`src/rtl/lead_one_window_reg.sv`:
```
// Leading-one window register.
// Captures an operand (optionally taking its two's-complement magnitude),
// scans for the leading one by shifting left once per cycle, then reports
// the leading-one position and a WIN-bit window that starts at that one.
//
// Handshake: start is accepted on a rising edge when the block is not busy
// (state IDLE or DONE). done is a one-cycle pulse. There is no backpressure.
// The registered results (position, Y, zero, sign) stay valid from the done
// cycle until the next done or reset.
module lead_one_window_reg #(
  parameter int SIZE        = 16,
  parameter int WIN         = 8,
  parameter int ADDRESSSIZE = 4,
  parameter bit SIGNED      = 1'b0
) (
  input  logic                   clk,
  input  logic                   rst,
  input  logic                   start,
  input  logic [SIZE-1:0]        in_data,
  output logic                   busy,
  output logic                   done,
  output logic                   zero,
  output logic                   sign,
  output logic [ADDRESSSIZE-1:0] position,
  output logic [WIN-1:0]         Y,
  output logic [1:0]             dbg_state
);

  typedef enum logic [1:0] {
    ST_IDLE = 2'd0,
    ST_SCAN = 2'd1,
    ST_DONE = 2'd2
  } state_t;

  state_t                 state_q, state_d;
  logic [SIZE-1:0]        shreg_q, shreg_d;
  logic [ADDRESSSIZE-1:0] cnt_q, cnt_d;
  logic                   sign_cap_q, sign_cap_d;
  logic [ADDRESSSIZE-1:0] pos_q, pos_d;
  logic [WIN-1:0]         y_q, y_d;
  logic                   zero_q, zero_d;
  logic                   sign_q, sign_d;

  logic [SIZE-1:0]        mag;
  logic                   sign_in;

  // Operand magnitude; the most-negative value wraps to itself (1 followed by zeros).
  always_comb begin
    sign_in = SIGNED ? in_data[SIZE-1] : 1'b0;
    mag     = in_data;
    if (sign_in) begin
      mag = (~in_data) + SIZE'(1);
    end
  end

  // Next-state and datapath updates for the scan FSM.
  always_comb begin
    state_d    = state_q;
    shreg_d    = shreg_q;
    cnt_d      = cnt_q;
    sign_cap_d = sign_cap_q;
    pos_d      = pos_q;
    y_d        = y_q;
    zero_d     = zero_q;
    sign_d     = sign_q;
    case (state_q)
      ST_IDLE, ST_DONE: begin
        // DONE falls back to IDLE unless a new request arrives (back-to-back).
        state_d = ST_IDLE;
        if (start) begin
          shreg_d    = mag;
          cnt_d      = ADDRESSSIZE'(SIZE - 1);
          sign_cap_d = sign_in;
          state_d    = ST_SCAN;
        end
      end
      ST_SCAN: begin
        if (shreg_q[SIZE-1]) begin
          // Leading one sits at the MSB; lower bits were zero-filled by the shifts.
          pos_d   = cnt_q;
          y_d     = shreg_q[SIZE-1 -: WIN];
          zero_d  = 1'b0;
          sign_d  = sign_cap_q;
          state_d = ST_DONE;
        end else if (cnt_q == '0) begin
          pos_d   = '0;
          y_d     = '0;
          zero_d  = 1'b1;
          sign_d  = sign_cap_q;
          state_d = ST_DONE;
        end else begin
          shreg_d = {shreg_q[SIZE-2:0], 1'b0};
          cnt_d   = cnt_q - ADDRESSSIZE'(1);
        end
      end
      default: begin
        state_d = ST_IDLE;
      end
    endcase
  end

  // State and result registers with synchronous reset.
  always_ff @(posedge clk) begin
    if (rst) begin
      state_q    <= ST_IDLE;
      shreg_q    <= '0;
      cnt_q      <= '0;
      sign_cap_q <= 1'b0;
      pos_q      <= '0;
      y_q        <= '0;
      zero_q     <= 1'b0;
      sign_q     <= 1'b0;
    end else begin
      state_q    <= state_d;
      shreg_q    <= shreg_d;
      cnt_q      <= cnt_d;
      sign_cap_q <= sign_cap_d;
      pos_q      <= pos_d;
      y_q        <= y_d;
      zero_q     <= zero_d;
      sign_q     <= sign_d;
    end
  end

  assign busy      = (state_q == ST_SCAN);
  assign done      = (state_q == ST_DONE);
  assign zero      = zero_q;
  assign sign      = sign_q;
  assign position  = pos_q;
  assign Y         = y_q;
  assign dbg_state = state_q;

endmodule

```
`config.mk`:
```
export PLATFORM = sky130hd
export DESIGN_NAME = lead_one_window_reg
export DESIGN_NICKNAME = d
export VERILOG_FILES = /design/src/rtl/lead_one_window_reg.sv
export SDC_FILE = /design/constraint.sdc
export NUM_CORES = 1
export LEC_CHECK = 0
export CAP_MARGIN = 10
export CORE_ASPECT_RATIO = 2
export CORE_MARGIN = 2
export CORE_UTILIZATION = 51
export DETAILED_ROUTE_END_ITERATION = 12
export MAX_ROUTING_LAYER = met4
export PLACE_DENSITY = 0.82
export SYNTH_ARGS = -nofsm -noshare
export SYNTH_HDL_FRONTEND = slang
export SYNTH_SLANG_ARGS = --single-unit
```
`constraint.sdc`:
```
create_clock -name clk -period 3.4 [get_ports clk]
set_input_delay 0.85 -clock clk [delete_from_list [all_inputs] [get_ports clk]]
set_output_delay 0.85 -clock clk [all_outputs]
set_load 0.01 [all_outputs]
```
==> metrics.cfg <==
[outcome]
outcome=complete, no violations

[synthesis]
synth_top_family_by_area=compound AO/OA/AOI/OAI gates
ys_seq_elements=35
synthMuxAreaShare_pct=0
synthSimpleGateAreaFrac_pct=15.8
syn-instance-count=153
synth_compound_area_share_pct=27.2
syn_area_sq_um=1440
synth.distinct_cells=33
synth_top_area_share_pct=48.8
synthTopCellsByArea=dfxtp_1, a22oi_1, a21oi_1
ys_seq_area_share_pct=48.8
synthAdderAreaFrac_pct=0.872
synthXorXnorAreaFrac_pct=0.610
synth_fp_nets=173
yosys.area.top_type=dfxtp_1
yosys_warnings=0
syn_avg_cell_area_sq_um=9.38

[setup_path]
crit_start=dbg_state[0]$_SDFFE_PP0P_
path_class=flip-flop to primary output
r2r_start=cnt_q[0]$_SDFFE_PP0P_
path_cells=nand2b_2 > inv_2 > clkdlybuf4s50_1
end_kind=primary output
crit_family=buffers and inverters
critPathMaxStageDelay_ns=0.54
cp-start-kind=flip-flop
crit_slowest_cell=clkdlybuf4s50_1
worst-endpoint-required_ns=2.55
critPathBufInv=2
worstPathMaxFanout=6
crit_arrival_ns=1.56

[timing]
hold_violations=0
fin_crit_sh_pct=70.8
worst_pin_slew_ns=0.682
rsz0062_at_grt=false
period_minus_slack_ns=2.41
tns_ns=0
finalClockSkew_ns=0.00701
finalMaxSlewViolations=0
setup_viol=0
hold_slack_ns=0.454
relSlewSlack_pct=54.4
max_clock_freq_mhz=415

[routing]
drt_iter0_markers=26
post-route-drc-count=0
ant_nets=0
drt-total-wl_mm=3.32
dr.pass1.iters=4
wl_per_cell_um=15.4
num_vias=1248
post_drt_via_cell_ratio=5.80

[clock_network]
post-cts-setup-buffer-count=0
cts_tree=yes
clkSinkCount=35
clk_pin_slew_ns=0.06
cts_resized=0
insertion_delay_ns=0.29
cts_made_buffers=5
cts_max_path_buffers=2
postCtsHoldBufs=0
cts_htree_levels=2
cts-root-buf=clkbuf_8

[floorplan]
core-area_sq_um=2700
die_h_um=79.0
start_util_pct=53.1
ios=37
die_w_um=41.5
rows=27
die_area_sq_um=3280

[min_path]
hp-start=shreg_q[7]$_SDFFE_PP0P_
holdCritPathClass=flip-flop to flip-flop

[layout]
area.growth.synth_to_final_pct=29.8
final_area_sq_um=1860
antenna_cells=0
drive_above_1_share_pct=11.3
n_fill_cell=228
multiInputGateArea_sq_um=642
post-route-util_pct=68.9
seqCellArea_sq_um=701
final_nets=205
layout_common_cells=dfxtp_1, clkdlybuf4s50_1, a22oi_1, nor2_1, a21oi_1

[global_route]
grt_antenna_before_repair=0
groute.usage.overall_pct=21.7
grt.overflow.total=0
grt_pass1_wl_mm=5.38
grt_pass1_vias=1207
grt_max_degree=36

[pwr]
total_power_uw=944
leakagePower_uw=0.000660
power_density_nw_per_um2=507
irDropWorstVdd_mv=0.376

[job]
cap_violations=0

[place]
io_buffers=35
dp_hpwl_mm=2.36
dpl_cell_area_sq_um=1760
place_congestion=0.784

## report_power, final
part	switching (uW)	leakage (uW)	internal (uW)	total, uW
combinational	81.4	0.000322	75.3	157
sequential	27.0	0.000286	436	463
clock	140	0.0000515	185	324
total	248	0.000660	696	944
## state kept, by name (all words and copies together), names as in the netlist
| signal | flops |
|---|---|
| dbg_state | 2 |
| shreg_q | 16 |
| position | 4 |
| cnt_q | 4 |
| Y | 8 |
| zero | 1 |
## layout make-up
class,instances,area share [%]
Clock buffer,8,5.37
Inverter,5,1.01
Sequential cell,35,37.6
Timing Repair Buffer,37,19.6
Multi-Input combinational cell,101,34.5
Tap cell,29,1.95
## per-layer routing
layer  track usage (%)  part of all wire [%]  routed length (um)  vias to the layer above
met4              11.0                   2.7                  91                        0
met3              5.00                   3.6                 118                        8
li1                  -                     -                   -                      608
met2              38.8                    56                1860                       32
met1              21.5                    38                1250                      600
met5                 -                     0                   0                        -
## tightest hold or removal path, stage by stage, from the launching register on
cell	delay, ns
dfxtp_1	0.31
nand2_1	0.05
a21oi_1	0.05
## synth_stat cells
| master | n |
|---|---|
| and2_1 | 1 |
| nor3b_4 | 1 |
| o21ai_2 | 1 |
| o31a_4 | 1 |
| nor4b_2 | 1 |
| nand2b_1 | 2 |
| nand2_1 | 15 |
| a2bb2oi_1 | 1 |
| buf_2 | 2 |
| nor2b_1 | 2 |
| clkbuf_1 | 5 |
| a21oi_2 | 2 |
| a211oi_1 | 1 |
| nor3_4 | 1 |
| o31ai_2 | 1 |
| xnor2_1 | 1 |
| inv_1 | 4 |
| a21oi_1 | 17 |
| o21ai_0 | 2 |
| inv_2 | 1 |
| a22oi_1 | 24 |
| buf_4 | 1 |
| nor3_1 | 1 |
| nand2b_2 | 1 |
| a211oi_2 | 2 |
| ha_1 | 1 |
| buf_1 | 1 |
| a311oi_1 | 2 |
| dfxtp_1 | 35 |
| conb_1 | 1 |
| buf_6 | 3 |
| nand3b_1 | 1 |
| nor2_1 | 18 |
## final timing paths
| kind | endpoint | slack [ns] | depth (start not counted) |
|---|---|---|---|
| setup / recovery | busy | 0.99 | 3 |
| hold / removal | shreg_q[7]$_SDFFE_PP0P_ | 0.45 | 2 |
| setup reg to reg | shreg_q[0]$_SDFFE_PP0P_ | 1.51 | 6 |
| hold reg to reg | shreg_q[7]$_SDFFE_PP0P_ | 0.45 | 2 |
## per-stage QoR
stage / cells / setup WS, ns
2_1_floorplan: 153 / 1.63
3_3_place_gp: 207 / 1.34
3_5_place_dp: 207 / 1.28
4_1_cts: 215 / 0.996
5_1_grt: 215 / 0.933
6_report: 215 / 0.991
## cell families (layout without fill, tap and decap cells)
| family | count (synthesis) | in the layout |
|---|---|---|
| AOI/OAI and AO/OA | 54 | 54 |
| xor gates and xnor gates | 1 | 1 |
| adders and majority gates | 1 | 1 |
| buffers and inverters | 17 | 50 |
| DFF | 35 | 35 |
| other | 1 | 1 |
| and+or+nand+nor | 44 | 44 |
Power figures use the tool's default switching activity.
